[config.mk]
export PLATFORM = sky130hd
export DESIGN_NAME = demux1_2_buf
export DESIGN_NICKNAME = d
export VERILOG_FILES = /design/src/rtl/demux1_2_buf.sv
export SDC_FILE = /design/constraint.sdc
export NUM_CORES = 1
export LEC_CHECK = 0
export ABC_AREA = 0
export CAP_MARGIN = 10
export CORE_MARGIN = 2
export CORE_UTILIZATION = 47
export DETAILED_ROUTE_END_ITERATION = 8
export PLACE_DENSITY = 0.75
export SLEW_MARGIN = 20
export SYNTH_ARGS = -nofsm -noshare
export SYNTH_HDL_FRONTEND = slang
export SYNTH_SLANG_ARGS = --single-unit
export TNS_END_PERCENT = 50
[constraint.sdc]
create_clock -name clk -period 1.47 [get_ports clk]
set_input_delay 0.294 -clock clk [delete_from_list [all_inputs] [get_ports clk]]
set_output_delay 0.294 -clock clk [all_outputs]
set_load 0.05 [all_outputs]
[src/rtl/demux1_2_buf.sv]
// Buffered 1-to-2 stream demultiplexer with a 2-entry FIFO per output channel.
// Optional per-channel pop counters are compiled in with `define DEMUX_CNT_EN.
module demux1_2_buf #(
    parameter int WIDTH     = 8,
    parameter int CNT_WIDTH = 8
) (
    input  logic                 clk,
    input  logic                 reset_n,
    input  logic [WIDTH-1:0]     in_data,
    input  logic                 in_sel,
    input  logic                 in_valid,
    output logic                 in_ready,
    input  logic                 flush,
    output logic [WIDTH-1:0]     out_data0,
    output logic [WIDTH-1:0]     out_data1,
    output logic                 out_valid0,
    output logic                 out_valid1,
    input  logic                 out_ready0,
    input  logic                 out_ready1
`ifdef DEMUX_CNT_EN
    ,
    output logic [CNT_WIDTH-1:0] cnt0,
    output logic [CNT_WIDTH-1:0] cnt1
`endif
);

    logic [WIDTH-1:0] r_mem [2][2];
    logic [1:0]       r_wp;
    logic [1:0]       r_rp;
    logic [1:0]       r_occ [2];

    logic [1:0]       w_push;
    logic [1:0]       w_pop;
    logic [1:0]       w_out_ready;

    assign w_out_ready = {out_ready1, out_ready0};

    // Backpressure looks only at the selected channel's registered occupancy.
    assign in_ready = !flush && (r_occ[in_sel] != 2'd2);

    always_comb begin
        w_push = '0;
        w_pop  = '0;
        for (int unsigned ch = 0; ch < 2; ch++) begin
            w_pop[ch] = (r_occ[ch] != 2'd0) && w_out_ready[ch];
        end
        if (in_valid && in_ready) begin
            w_push[in_sel] = 1'b1;
        end
    end

    always_ff @(posedge clk or negedge reset_n) begin
        if (!reset_n) begin
            r_wp <= '0;
            r_rp <= '0;
            for (int unsigned ch = 0; ch < 2; ch++) begin
                r_occ[ch]    <= '0;
                r_mem[ch][0] <= '0;
                r_mem[ch][1] <= '0;
            end
        end else if (flush) begin
            r_wp <= '0;
            r_rp <= '0;
            for (int unsigned ch = 0; ch < 2; ch++) begin
                r_occ[ch] <= '0;
            end
        end else begin
            for (int unsigned ch = 0; ch < 2; ch++) begin
                if (w_push[ch]) begin
                    r_mem[ch][r_wp[ch]] <= in_data;
                    r_wp[ch]            <= ~r_wp[ch];
                end
                if (w_pop[ch]) begin
                    r_rp[ch] <= ~r_rp[ch];
                end
                case ({w_push[ch], w_pop[ch]})
                    2'b10:   r_occ[ch] <= r_occ[ch] + 2'd1;
                    2'b01:   r_occ[ch] <= r_occ[ch] - 2'd1;
                    default: r_occ[ch] <= r_occ[ch];
                endcase
            end
        end
    end

    assign out_valid0 = (r_occ[0] != 2'd0);
    assign out_valid1 = (r_occ[1] != 2'd0);
    assign out_data0  = r_mem[0][r_rp[0]];
    assign out_data1  = r_mem[1][r_rp[1]];

`ifdef DEMUX_CNT_EN
    logic [CNT_WIDTH-1:0] r_cnt [2];

    // Counts every output handshake; only reset_n clears the counters.
    always_ff @(posedge clk or negedge reset_n) begin
        if (!reset_n) begin
            r_cnt[0] <= '0;
            r_cnt[1] <= '0;
        end else begin
            for (int unsigned ch = 0; ch < 2; ch++) begin
                if (w_pop[ch]) begin
                    r_cnt[ch] <= r_cnt[ch] + 1'b1;
                end
            end
        end
    end

    assign cnt0 = r_cnt[0];
    assign cnt1 = r_cnt[1];
`else
    if (CNT_WIDTH < 1) begin : g_cnt_width_unused
    end
`endif

endmodule

# Yosys cells after proc, flatten, opt, wreduce, memory -nomap -nowiden
# Index checks and enable logic that the tools add are counted.
totals:
  ff_bits: 40
  input_bits: 15
classes:
  addsub: 4
  n_lt_le_gt_ge: 9
  n_eq_ne: 5
  muxes: 27
  bitwise_logic: 10
  reduce_logical: 18
ops:
  columns: ["cell", "count"]
  rows:
  - ["8-bit two-way mux", 8]
  - ["16-bit bitwise mux", 2]
  - ["8-bit demux with 1-bit select", 2]
  - ["2-bit two-way mux", 6]
  - ["2-bit nonzero test", 6]
  - ["2-bit greater-or-equal comparator (second input constant)", 5]
  - ["1-bit NOT with 2-bit output", 5]
  - ["2-bit case mux with 2 select lines", 2]
  - ["1-bit logical AND", 7]
  - ["3-bit nonzero test", 2]
  - ["1-bit two-way mux", 5]
  - ["1-bit NOT", 5]
  - ["2-bit by 1-bit adder with 2-bit output (second input constant)", 2]
  - ["2-bit by 1-bit equality test with 1-bit output (second input constant)", 2]
  - ["2-bit equality test (second input constant)", 2]
  - ["2-bit by 1-bit less-than comparator with 1-bit output (second input constant)", 2]
  - ["4-bit two-way mux", 1]
  - ["2-bit AND reduction", 2]
  - ["2-bit by 1-bit subtractor with 2-bit output (second input constant)", 2]
  - ["1-bit by 2-bit less-than comparator with 1-bit output (second input constant)", 1]
  - ["2-bit inequality test (second input constant)", 1]
  - ["1-bit demux with 1-bit select", 1]
  - ["1-bit greater-or-equal comparator (second input constant)", 1]
  - ["1-bit zero test", 1]

# Depth between registers and ports, before layout
logic_depth:
  ltp_word: 11
  depth_mapped: 4
  depth_no_buf: 3

# Least setup slack after synthesis
# Ideal clock, no wire load.
synth_path:
  path_type: "reg2out"
  start: "register r_occ[3] (netlist name)"
  end: "output port in_ready"
  arrival_ns: 1.902
  required_ns: 1.176
  slack_ns: -0.726
  path_stages_with_launch: 4
  n_path_buf: 0
  path_cell_list: "dfrtp_1 > nor2b_2 > nor2b_1 > a211oi_1"
synth_between:
  elab_chain_len: 5
synth_lines:
  columns: ["item", "line", "rtl"]
  rows:
  - ["from (decl)", "30", "logic [1:0] r_occ [2];"]
  - ["from (signal, indexed assignment)", "77", "2'b10: r_occ[ch] <= r_occ[ch] + 2'd1;"]
  - ["from (signal, indexed assignment)", "78", "2'b01: r_occ[ch] <= r_occ[ch] - 2'd1;"]
  - ["from (signal, indexed assignment)", "79", "default: r_occ[ch] <= r_occ[ch];"]
  - ["2-bit two-way mux (implied by the code) (3 in series)", "39", "assign in_ready = !flush && (r_occ[in_sel] != 2'd2);"]
  - ["2-bit inequality test", "39", null]
  - ["1-bit logical AND", "39", null]
  - ["to (decl)", "12", "output logic in_ready,"]
# Every way passes these cells. The select of a mux whose other input is x is not followed.

# Worst setup path in the final report
# Same ends and word-level chain as after synthesis.

==> impl_summary.md <==
Worst setup path
The internal reg-to-reg setup slack is -0.17 ns. The kind of end point of the critical path is an output port. The required time at the worst-slack endpoint is 1.18 ns. The worst setup path is launched from a flip-flop. The maximum fanout along the worst path is 2. At the worst endpoint, the arrival time is 1.40 ns. The critical path is of the reg2out type.

Place
Once placement finished, the instance area stood at 2450 um^2. The count of port buffers added during placement is 33. The final estimated routing congestion in global placement is about 0.77.

The half-perimeter wire length of the detailed placement result is around 2900 um.

Cells and area
After routing the design area is around 2800 um^2. The layout cell share with drive strength beyond 1 is 0.574. The signed area change from the synthesized netlist to the final layout is 45.2%. The number of nets in the layout is approximately 220.

The count of fill cells added during filler insertion is approximately 290. The area used by multi-input combinational logic is between 900 and 1000 um^2. The number of antenna diodes in the final layout is 0. The total area of sequential cells is 1000 um^2.

Clock network
The clock tree from TritonCTS is done. Clock latency on the worst-skew pair, taken at its later pin, is 0.29 ns. The number of buffers between clock root and the deepest sink is 2. The number of levels in the clock H-tree is 2. The total number of clock tree sinks is 40. The number of buffers created by CTS is 5. The post-CTS clock slew at the launch and capture registers of the worst setup and hold paths is 0.08 ns. The buffer cell driving the clock tree root is sky130_fd_sc_hd__clkbuf_8.

Floorplanning
The die covers 4630 um^2. The number of I/O pins is 34. The die width is 68.0 um.

The floorplan row count is 23. The total area inside the core boundary comes to approximately 4000 um^2. The overall die height is just under 70 um.

The initial utilization of the core area, before any placement, comes to 0.485.

Timing
The clock arrives with ~0.0083 ns of skew. Setup repair after global routing could not meet its margin everywhere. The time the final worst path needs with I/O delays and setup is 1.69 ns. The portion of the clock cycle consumed by the worst path in the final layout is 1.15.

Derived from the worst setup path, the maximum achievable clock frequency is a little under 0.6 GHz. The number of slew-limit violations in the final report is 0. The number of setup violations in the final report is 35. The worst pin sits at a relative slew slack of 0.856. The slew at the pin closest to its max-slew limit is 0.214 ns. Across all setup checks in the final design, the least slack found is -0.223 ns.

The final-report hold violation count is 0.

Synthesis
The flip-flop and latch count after synthesis is 40. The number of instances in the synthesized netlist is 139. The average instance in the mapped netlist occupies between 10 and 15 um^2. In this run the cell area of the synthesized design comes to 1930 um^2.

The share of synthesized area occupied by flip-flops and latches is 0.519. The number of nets handed over by synthesis was 154. The count of different cell masters after synthesis is 29. The synthesis warning total is 0.

Power
The internal portion of the total power is between 2000 and 2500 uW. The fraction of power consumed by sequential logic is 0.406. Power comes to about 3600 uW. In this run the static leakage power is ~0.0013 uW.

The worst-case IR drop observed on VDD is roughly 0.87 mV. The switching power of the nets is about 1200 uW. For this design the ratio of total power to cell area is 1280 nW/um^2. The share of total power dissipated in combinational logic is 0.378. Of the total power, the share spent switching nets is 0.338.

The clock power share is 0.216.

Route
The final antenna-violating net count is 0. Detailed routing inserted a total of about 1400 vias. In the routed design, unresolved DRC markers number 0.

For this block, the initial DRC count from the detailed router was 100. The vias per cell is ~5.3. After detailed routing, the total wire length is 4330 um.

The first-pass iteration count of the detailed router is 4. Dividing the detail-routed wire length by the instance count gives 17.0 um.

Global route
The global-route wire length before repair is about 7000 um. The initial antenna violation count is 0. The number of global-route vias before repair is between 1000 and 1500.

The largest net degree at the start of global routing is slightly above 40. For this run, the total global-route usage over all layers was measured as 0.214. The leftover overflow at the end of global routing is 0.

Run status
The checks that failed: negative setup slack. The run finished, with violations left.

Worst hold path
The class of the worst hold path is in2async.

Flow run
The max-capacitance violation count is 0.
per-stage QoR:
stage                      util  setup slack, ns  hold slack [ns]  std cells  setup TNS (ns)
after floorplan               -           -0.132         -0.00159        139           -2.87
after global placement    0.617           -0.447            0.275        240          -15.00
after detailed placement  0.617           -0.493            0.279        240          -16.08
after CTS                 0.700           -0.237            0.491        255           -5.10
after global routing      0.704           -0.275            0.506        254           -6.17
final                     0.704           -0.223            0.488        254           -4.83
cell usage after synthesis:
| cell | number | area, um^2 |
|---|---|---|
| sky130_fd_sc_hd__or2b_1 | 1 | 7.51 |
| sky130_fd_sc_hd__nor4b_4 | 2 | 47.6 |
| sky130_fd_sc_hd__nand2_1 | 4 | 15.0 |
| sky130_fd_sc_hd__a21o_1 | 2 | 15.0 |
| sky130_fd_sc_hd__mux2_4 | 8 | 120 |
| sky130_fd_sc_hd__a31oi_1 | 3 | 18.8 |
| sky130_fd_sc_hd__o31ai_1 | 2 | 15.0 |
| sky130_fd_sc_hd__buf_6 | 2 | 22.5 |
| sky130_fd_sc_hd__mux2_1 | 1 | 11.3 |
| sky130_fd_sc_hd__or3_1 | 2 | 12.5 |
| sky130_fd_sc_hd__a21oi_1 | 2 | 10.0 |
| sky130_fd_sc_hd__mux2_2 | 39 | 439 |
| sky130_fd_sc_hd__or4_4 | 1 | 11.3 |
| sky130_fd_sc_hd__nor3_2 | 1 | 10.0 |
| sky130_fd_sc_hd__buf_2 | 1 | 5.00 |
| sky130_fd_sc_hd__o2111ai_1 | 2 | 17.5 |
| sky130_fd_sc_hd__nor2b_2 | 1 | 8.76 |
| sky130_fd_sc_hd__inv_1 | 3 | 11.3 |
| sky130_fd_sc_hd__o21ai_0 | 4 | 20.0 |
| sky130_fd_sc_hd__or2_2 | 2 | 12.5 |
| sky130_fd_sc_hd__a211oi_1 | 1 | 7.51 |
| sky130_fd_sc_hd__xor2_1 | 2 | 17.5 |
| sky130_fd_sc_hd__nor2b_1 | 3 | 18.8 |
| sky130_fd_sc_hd__and4bb_2 | 1 | 12.5 |
| sky130_fd_sc_hd__nor2_1 | 3 | 11.3 |
| sky130_fd_sc_hd__dfrtp_1 | 40 | 1000 |
| sky130_fd_sc_hd__nand2b_1 | 1 | 6.26 |
| sky130_fd_sc_hd__nand3_1 | 2 | 10.0 |
| sky130_fd_sc_hd__clkbuf_1 | 3 | 11.3 |
worst max-delay path, cell delays in order, from the launching register on:
cell,delay (ns)
sky130_fd_sc_hd__dfrtp_1,0.38
sky130_fd_sc_hd__nor2b_4,0.13
sky130_fd_sc_hd__buf_6,0.11
sky130_fd_sc_hd__nor2b_4,0.12
sky130_fd_sc_hd__a211oi_4,0.19
sky130_fd_sc_hd__buf_12,0.17
power by group through the flow:
stage / clock [uW] / combinational (uW) / sequential, uW
global placement: 0 / 1130 / 1440
detailed placement: 0 / 1150 / 1460
global route: 843 / 1420 / 1470
finish: 773 / 1350 / 1450
CTS: 795 / 1330 / 1440
floorplan: 0 / 836 / 1410
registers in the layout (all words and copies together), names as in the netlist:
register	cells
r_mem	32
r_occ	4
r_rp	2
r_wp	2
metal layers:
layer	wire length (um)	GRT usage	vias up
li1	-	-	624
met1	1820	0.267	699
met2	2320	0.365	26
met3	136	0.0559	4
met4	46	0.0625	0
met5	0	0	-
cells by family after synthesis:
kind of cell | Yosys count | synth area share
multiplexers | 48 | 0.296
flip-flops | 40 | 0.519
AND/OR/NAND/NOR | 24 | 0.0955
AO/OA/AOI/OAI | 16 | 0.0539
buffers and inverters | 9 | 0.0260
XOR/XNOR | 2 | 0.00909
cells in the final DEF (no fill, tap or decap), types with 3 or more instances in the layout:
cell,n
sky130_fd_sc_hd__mux2_4,20
sky130_fd_sc_hd__nor2_1,3
sky130_fd_sc_hd__dlygate4sd2_1,3
sky130_fd_sc_hd__o21ai_0,4
sky130_fd_sc_hd__inv_1,3
sky130_fd_sc_hd__a31oi_1,3
sky130_fd_sc_hd__buf_8,6
sky130_fd_sc_hd__nor2b_4,3
sky130_fd_sc_hd__mux2_2,27
sky130_fd_sc_hd__buf_4,17
sky130_fd_sc_hd__nand2_1,4
sky130_fd_sc_hd__clkdlybuf4s50_1,10
sky130_fd_sc_hd__buf_6,23
sky130_fd_sc_hd__clkbuf_8,6
sky130_fd_sc_hd__dfrtp_1,39
worst paths after layout:
path                                       from               endpoint  cells past startpoint
min in group clk                          flush    r_wp[0]$_DFFE_PN0P_                      3
min reg2reg                r_mem[7]$_DFFE_PN0P_   r_mem[7]$_DFFE_PN0P_                      1
max in group asynchronous               reset_n    r_rp[0]$_DFFE_PN0P_                      3
min                                     reset_n  r_mem[26]$_DFFE_PN0P_                      3
max                        r_occ[3]$_DFFE_PN0P_               in_ready                      5
max reg2reg                r_occ[3]$_DFFE_PN0P_  r_mem[24]$_DFFE_PN0P_                      4
what timing repair did:
| action | 4_1_cts | 5_1_grt |
|---|---|---|
| endpoints found under the setup margin | 51 | 42 |
| pin swaps | 4 | 3 |
| hold buffers | 1 | 0 |
| resized for setup | 52 | 8 |
| endpoints found under the hold margin | 40 | 0 |
| buffers inserted | 6 | 0 |
final cells by class:
cell class                 count  share of cell area
clock buffer                   6              0.0295
inverter                       3             0.00403
multi-input combinational     90               0.345
sequential                    40               0.358
clock inverter                 2             0.00537
timing repair buffer          63               0.235
tap                           50              0.0224
Power figures use the tool's default switching activity.
